**config.mk**
```make
export PLATFORM = sky130hd
export DESIGN_NAME = lc3_fetch_ctrl
export DESIGN_NICKNAME = d
export VERILOG_FILES = /design/src/rtl/lc3_fetch_pkg.sv /design/src/rtl/lc3_fetch_skid.sv /design/src/rtl/lc3_fetch_ctrl.sv
export SDC_FILE = /design/constraint.sdc
export NUM_CORES = 1
export LEC_CHECK = 0
export BUFFER_PORTS_ARGS = -buffer_cell sky130_fd_sc_hd__buf_2
export CORE_AREA = 4 4 83 85
export CTS_CLUSTER_DIAMETER = 150
export DETAILED_ROUTE_END_ITERATION = 8
export DIE_AREA = 0 0 87 89
export PLACE_DENSITY = 0.83
export SLEW_MARGIN = 30
export SYNTH_ARGS = -nofsm -noshare
export SYNTH_HDL_FRONTEND = slang
export SYNTH_HIERARCHICAL = 1
export SYNTH_SLANG_ARGS = --single-unit
```
**constraint.sdc**
```tcl
create_clock -name clk -period 1.9 [get_ports clk]
set_clock_uncertainty 0.15 [all_clocks]
set_input_delay 0.19 -clock clk [delete_from_list [all_inputs] [get_ports clk]]
set_output_delay 0.19 -clock clk [all_outputs]
set_load 0.02 [all_outputs]
```
**src/rtl/lc3_fetch_pkg.sv**
```systemverilog
// Shared types and constants for the LC-3 fetch stage.
package lc3_fetch_pkg;

  localparam int          LC3_W        = 16;
  localparam logic [15:0] LC3_RESET_PC = 16'h3000;

  typedef enum logic [1:0] {
    INIT  = 2'd0,
    FETCH = 2'd1,
    HOLD  = 2'd2,
    DRAIN = 2'd3
  } fetch_state_t;

endpackage

```
**src/rtl/lc3_fetch_skid.sv**
```systemverilog
// One-entry skid buffer: captures an instruction returned while decode is stalled.
module lc3_fetch_skid #(
  parameter int W = 16
) (
  input  logic         clk,
  input  logic         rst_n,
  input  logic         load,
  input  logic         clear,
  input  logic [W-1:0] din,
  output logic [W-1:0] dout,
  output logic         valid
);

  logic [W-1:0] data_reg;
  logic         valid_reg;

  always_ff @(posedge clk or negedge rst_n) begin
    if (!rst_n) begin
      data_reg  <= '0;
      valid_reg <= 1'b0;
    end else if (load) begin
      data_reg  <= din;
      valid_reg <= 1'b1;
    end else if (clear) begin
      valid_reg <= 1'b0;
    end
  end

  assign dout  = data_reg;
  assign valid = valid_reg;

endmodule

```
**src/rtl/lc3_fetch_ctrl.sv**
```systemverilog
// LC-3 fetch sequencer: drives external PC/IR load enables, runs the imem
// handshake, parks stalled fetches in a skid entry and handles redirects.
module lc3_fetch_ctrl
  import lc3_fetch_pkg::*;
#(
  parameter int                ADDR_W   = LC3_W,
  parameter logic [ADDR_W-1:0] RESET_PC = LC3_RESET_PC
) (
  input  logic              clk,
  input  logic              rst_n,
  input  logic [ADDR_W-1:0] pc_i,
  output logic              pc_ld_o,
  output logic [ADDR_W-1:0] pc_in_o,
  output logic              ir_ld_o,
  output logic [ADDR_W-1:0] ir_in_o,
  output logic              mem_req_o,
  output logic [ADDR_W-1:0] mem_addr_o,
  input  logic              mem_rdy_i,
  input  logic [ADDR_W-1:0] mem_data_i,
  input  logic              stall_i,
  input  logic              redirect_i,
  input  logic [ADDR_W-1:0] redirect_pc_i,
  output logic              de_valid_o
);

  fetch_state_t      st_reg, st_next;
  logic [ADDR_W-1:0] addr_reg;
  logic [ADDR_W-1:0] skid_data;
  logic              skid_valid;
  logic              skid_load, skid_clear;
  logic              de_valid_next;

  lc3_fetch_skid #(.W(ADDR_W)) u_skid (
    .clk   (clk),
    .rst_n (rst_n),
    .load  (skid_load),
    .clear (skid_clear),
    .din   (mem_data_i),
    .dout  (skid_data),
    .valid (skid_valid)
  );

  always_ff @(posedge clk or negedge rst_n) begin
    if (!rst_n) st_reg <= INIT;
    else        st_reg <= st_next;
  end

  always_comb begin
    st_next = st_reg;
    case (st_reg)
      INIT:  st_next = FETCH;
      FETCH: begin
        if (redirect_i)              st_next = mem_rdy_i ? FETCH : DRAIN;
        else if (mem_rdy_i &&  stall_i) st_next = HOLD;
      end
      HOLD:  if (redirect_i || !stall_i) st_next = FETCH;
      DRAIN: if (mem_rdy_i)              st_next = FETCH;
      default: st_next = INIT;
    endcase
  end

  always_comb begin
    pc_ld_o    = 1'b0;
    pc_in_o    = pc_i;
    ir_ld_o    = 1'b0;
    ir_in_o    = mem_data_i;
    mem_req_o  = 1'b0;
    mem_addr_o = pc_i;
    skid_load  = 1'b0;
    skid_clear = 1'b0;
    case (st_reg)
      // Also the reset state, so gate the PC load while rst_n is low.
      INIT: begin
        pc_ld_o = rst_n;
        pc_in_o = RESET_PC;
      end
      FETCH: begin
        mem_req_o = 1'b1;
        if (redirect_i) begin
          pc_ld_o = 1'b1;
          pc_in_o = redirect_pc_i;
        end else if (mem_rdy_i) begin
          pc_ld_o   = 1'b1;
          pc_in_o   = pc_i + ADDR_W'(1);
          ir_ld_o   = !stall_i;
          skid_load = stall_i;
        end
      end
      HOLD: begin
        if (redirect_i) begin
          pc_ld_o    = 1'b1;
          pc_in_o    = redirect_pc_i;
          skid_clear = 1'b1;
        end else if (!stall_i) begin
          ir_ld_o    = skid_valid;
          ir_in_o    = skid_data;
          skid_clear = 1'b1;
        end
      end
      DRAIN: begin
        // The abandoned request must complete at its original address.
        mem_req_o  = 1'b1;
        mem_addr_o = addr_reg;
        if (redirect_i) begin
          pc_ld_o = 1'b1;
          pc_in_o = redirect_pc_i;
        end
      end
      default: ;
    endcase
  end

  always_comb begin
    if (redirect_i)   de_valid_next = 1'b0;
    else if (ir_ld_o) de_valid_next = 1'b1;
    else if (stall_i) de_valid_next = de_valid_o;
    else              de_valid_next = 1'b0;
  end

  always_ff @(posedge clk or negedge rst_n) begin
    if (!rst_n) begin
      addr_reg   <= '0;
      de_valid_o <= 1'b0;
    end else begin
      if (st_reg == FETCH) addr_reg <= pc_i;
      de_valid_o <= de_valid_next;
    end
  end

endmodule
```
* Word level (Yosys, flattened, before mapping) *
Index checks and enable logic that the tools add are counted.

operators by class
  equal/unequal tests = 7
  $add $sub $neg = 1
  bitwise operators = 0
  multipliers = 0
  shift-type cells = 0
  div/mod/pow operators = 0
  reductions and logical operators = 8
  magnitude comparators = 0
  muxes and demuxes = 35

operator list
  operator                 number
  $mux W16                 7
  $pmux W16 S3             1
  $mux W1                  19
  $add A16 B1 Y16 const B  1
  $mux W2                  5
  $pmux W2 S4              1
  $eq A2 B2 Y1 const B     2
  $ne A2 B2 Y1 const B     2
  $reduce_or A2 Y1         2
  $ne A3 B2 Y1 const B     1
  $ne A3 B3 Y1 const B     1
  $pmux W1 S3              1
  $reduce_and A3 Y1        1
  $eq A2 B1 Y1 const B     1
  $logic_not A2 Y1         1
  $pmux W1 S2              1
  $reduce_bool A2 Y1       1
  $logic_and A1 B1 Y1      1
  $logic_not A1 Y1         1
  $logic_or A1 B1 Y1       1

storage, ports and cells
  logic and storage cells = 56
  bits in read-only memories = 0
  memory bits (writable) = 0
  input port bits = 53
  bits in registers = 36
  output and inout port bits = 52
  memories = 0
  bits in latches = 0

* Depth between registers and ports, before layout *
  depth after elaboration = 6
  depth in mapped cells = 8
  mapped depth without buffers = 6

* Modules after synthesis *
Netlist, hierarchy kept.

by module, submodules not included
  module          instances  cells an instance  seq. area each (um2)  area each (um2)
  lc3_fetch_ctrl  1          232                475.5                 2,054.5
  lc3_fetch_skid  1          37                 425.4                 683.2

* Worst setup path before layout *
OpenSTA, ideal clock, no wires.

  path type = register to output
  from = register st_reg[0]
  to = output pc_in_o[1]
  data required time = 1,560 ps
  path buffers = 1
  cell stages (with the launch flop) = 7
  arrival = 2,239 ps
  setup slack = -679 ps
  path through = dfrtp_1 > inv_1 > ha_1 > or2_2 > clkbuf_1 > o21ai_0 > a2111oi_0

between the ends
  longest elaborated chain between the ends = 3
  elaborated cells between the ends (all ways) = 6
  classes of those cells = eq/ne (3); mux (1); reduce/logical (2)

ends and longest elaborated chain
  element                     line                  RTL
  start, declared             lc3_fetch_ctrl.sv:26  fetch_state_t st_reg, st_next;
  start signal, assigned      lc3_fetch_ctrl.sv:45  else st_reg <= st_next;
  $eq A2 B2 Y1                lc3_fetch_ctrl.sv:71  case (st_reg)
  $reduce_or A2 Y1 (no line)  --
  $pmux W16 S3 (*)            lc3_fetch_ctrl.sv:71
  end, declared               lc3_fetch_ctrl.sv:13  output logic [ADDR_W-1:0] pc_in_o,

Every way passes the cells marked *; elsewhere a longest branch is shown, timed or not.

* Worst setup path in the final report *
  from = register st_reg[0]
  to = output ir_in_o[4]

between the ends
  longest elaborated chain between the ends = 2

ends and longest elaborated chain
  element        line                  RTL
  $eq A2 B2 Y1   lc3_fetch_ctrl.sv:71
  $mux W16       lc3_fetch_ctrl.sv:71
  end, declared  lc3_fetch_ctrl.sv:15  output logic [ADDR_W-1:0] ir_in_o,

Every way passes these cells.

==> key figures <==
Place
  – Cell Area, Placed: 3730 sq um
  – Setup WS pre-CTS: -0.147 ns
  – I/O Buffers: 104
  – Routability cong.: 0.869
  – Half-perimeter wire length after detailed placement: 6140 microns
  – Dpl cells: 472

Routing
  – Routed wire per std cell: 18.5 microns
  – Pre-antenna DRT Iters: 4
  – Post-route DRC: 0
  – Via count: 2,898
  – Initial drt markers: 237
  – Post-DR vias/cell: 5.69
  – Final WL: 9430 microns
  – Routed Antenna Nets: 0

STA
  – Fin. Hold Viols: 0
  – Max frequency: 431 MHz
  – Slew Viols, Final: 0
  – Crit path time final: 2.32 ns
  – Final worst-path cycle share: 122%
  – Rel. slew slack: 68.8%
  – Worst Max-Slew Pin Slew: 0.468 ns
  – Setup Viol. Count Final: 52
  – Final setup margin: -0.421 ns
  – RSZ-0062 raised after global routing: yes

Die
  – Core Area: 6200 sq um
  – Std cell rows: 29
  – Die W: 87 microns
  – Initial Util: 44.1%
  – Full die area: 7740 sq um
  – Die H: 89 microns
  – Io pins: 105

Worst setup path
  – CP required: 1.56 ns
  – Worst R2R Path Depth: 7
  – Setup CP Type: reg2out
  – Critical path origin: st_reg[0]$_DFFE_PN0P_
  – Crit-path max FO: 8
  – FF-to-FF Start: st_reg[1]$_DFFE_PN0P_
  – Type of origin of the critical path: flop
  – Worst path arrival time: 1.98 ns
  – FF-to-FF End: st_reg[1]$_DFFE_PN0P_
  – Reg2Reg Setup Slack: -0.16 ns
  – Crit. End Element: output pin

Status
  – Status: finished, violations left
  – Failing checks: negative setup slack

Synthesis
  – Register bit total from synthesis: 36
  – Prevailing post-synth register cell: dfrtp_1
  – Mapped Area: 2740 sq um
  – Synth warnings: 6
  – Syn avg cell area: 10.2 sq um
  – Synth Instances: 269
  – Synth unique cells: 60
  – Synth async-reset ratio: 100%
  – Sequential share of the synthesized area: 32.9%
  – Syn nets: 327
  – EDFF count, synth: 0

Worst hold path
  – Cell count of the worst hold path: 2
  – Worst hold endpoint: u_skid/dout[12]$_DFFE_PN0P_
  – HP Class: in2reg
  – Hold Startpoint: mem_data_i[12]

CTS
  – Root Buffer: clkbuf_8
  – Clk buf depth: 2
  – Skew-Pair Late Insertion Delay: 0.29 ns
  – # H-tree levels: 2
  – Worst-path clk slew: 0.08 ns
  – Clock sink total: 36
  – CTS tree: built
  – Num CTS Buffers: 5

Power
  – Maximum VDD drop: 0.864 mV
  – Leak: 2.05 nW
  – PD cells: 1490 nW/um^2

Final layout
  – Non-Filler Cell Area, Final: 4480 sq um
  – Share of post-route cells with drive strength above 1: 65.0%
  – Antenna Cells: 0
  – Area delta synth->final: 63.5%
  – Utilization after layout: 72.2%
  – Nets: 489
  – Non-filler cells, final: 509
  – # fillers: 430

Global routing
  – Total GRT Usage: 23.4%
  – Global route overflow: 0
  – Initial antenna violation count: 0
  – Vias in the first global route: 2,920
  – Largest net degree at the start of global routing: 37
  – First-pass GRT wire length: 14,300 microns

Flow run
  – MaxCap Viol Count: 0
-- logic make-up after synthesis --
kind of cell	synth area share, %
flip-flops	32.9
buffers and inverters	6.03
AND/OR/NAND/NOR	13.9
AO/OA/AOI/OAI	15.1
multiplexers	29.8
adder cells (fa/ha/maj)	2.29
-- worst max-delay path, cell delays in order (launching register included) --
cell	delay (ns)
dfrtp_2	0.47
inv_4	0.10
ha_4	0.18
nor3b_4	0.27
buf_6	0.21
mux2_4	0.33
buf_6	0.13
-- area by class of cell --
type | instances | area [sq um] | share of cell area (%)
clock buffers | 5 | 68.8 | 1.54
flip-flops and latches | 36 | 903 | 20.2
multi-input cells | 202 | 2000 | 44.7
repair buffers | 174 | 1340 | 30.0
inverters | 12 | 47.5 | 1.06
clock inverters | 3 | 18.8 | 0.419
well taps | 77 | 96.3 | 2.15
-- per-layer routing --
layer | vias up | wire length, microns | global-route usage, %
li1 | 1328 | - | -
met1 | 1403 | 3540 | 27.7
met2 | 142 | 4720 | 40.6
met3 | 25 | 898 | 6.82
met4 | 0 | 265 | 7.93
met5 | - | 0 | 0
-- how the worst max path moves through the flow --
stage / endpoint / slack (ns) / depth (start not counted)
3_5_place_dp: pc_in_o[10] / -0.15 / 7
5_1_grt: pc_in_o[2] / -0.53 / 8
2_1_floorplan: pc_in_o[14] / -0.06 / 7
6_report: ir_in_o[4] / -0.42 / 6
3_3_place_gp: pc_in_o[10] / -0.07 / 7
4_1_cts: ir_in_o[4] / -0.38 / 7
-- cell usage in the layout, fill, tap and decap left out, types with 3 or more instances in the layout --
master	count
buf_6	37
mux2_2	39
ha_4	4
dlygate4sd3_1	15
dfrtp_1	34
nand3_1	7
mux2_4	26
clkbuf_8	5
a21oi_1	8
nand4_1	6
buf_2	67
nor2_2	4
a2111oi_4	4
mux2i_1	3
inv_1	9
nand2_1	15
buf_4	52
o21ai_1	3
o21ai_0	3
nor2_1	15
o21ai_2	5
nor3_1	4
a21oi_2	3
-- per-stage QoR --
step	hold WS [ns]	TNS, ns	total power (W)
floorplan	-0.256	-0.106	0.00389
global placement	0.192	-0.765	0.00493
detailed placement	0.192	-2.41	0.00504
CTS	0.0000175	-12.79	0.00612
global route	0.00770	-17.83	0.00705
finish	0.00239	-14.61	0.00668
-- power by group --
group | total (W) | internal [W] | switching (W)
Combinational | 0.00472 | 0.00249 | 0.00224
Sequential | 0.00140 | 0.00116 | 0.000245
Clock | 0.000554 | 0.000256 | 0.000298
Total | 0.00668 | 0.00390 | 0.00278
-- Yosys cell counts, types with 2 or more instances --
cell,number,area share [%]
nor2_1,19,2.6
inv_1,11,1.5
nand2_1,16,2.2
ha_1,5,2.3
o311a_1,2,0.73
clkbuf_1,8,1.1
o21ai_0,11,2.0
buf_2,6,1.1
a41oi_1,2,0.64
buf_1,2,0.27
a2111oi_0,3,0.96
nand3_1,7,1.3
mux2i_1,5,1.8
mux2_2,56,23
and3_1,2,0.46
dfrtp_1,36,33
nor3_1,6,1.1
a211oi_1,3,0.82
nand4_1,6,1.4
or2_2,2,0.46
o21bai_1,2,0.55
o21a_1,2,0.55
mux2_4,9,4.9
a21oi_1,11,2.0
a21o_1,2,0.55
-- what timing repair did --
action	in CTS	in global routing
endpoints found under the setup margin	63	67
setup buffers	7	7
resized for setup	81	46
endpoints found under the hold margin	49	1
cloned	1	1
hold buffers	14	1
pin swaps	7	14
Note: power is estimated with default switching activity, not from simulation.
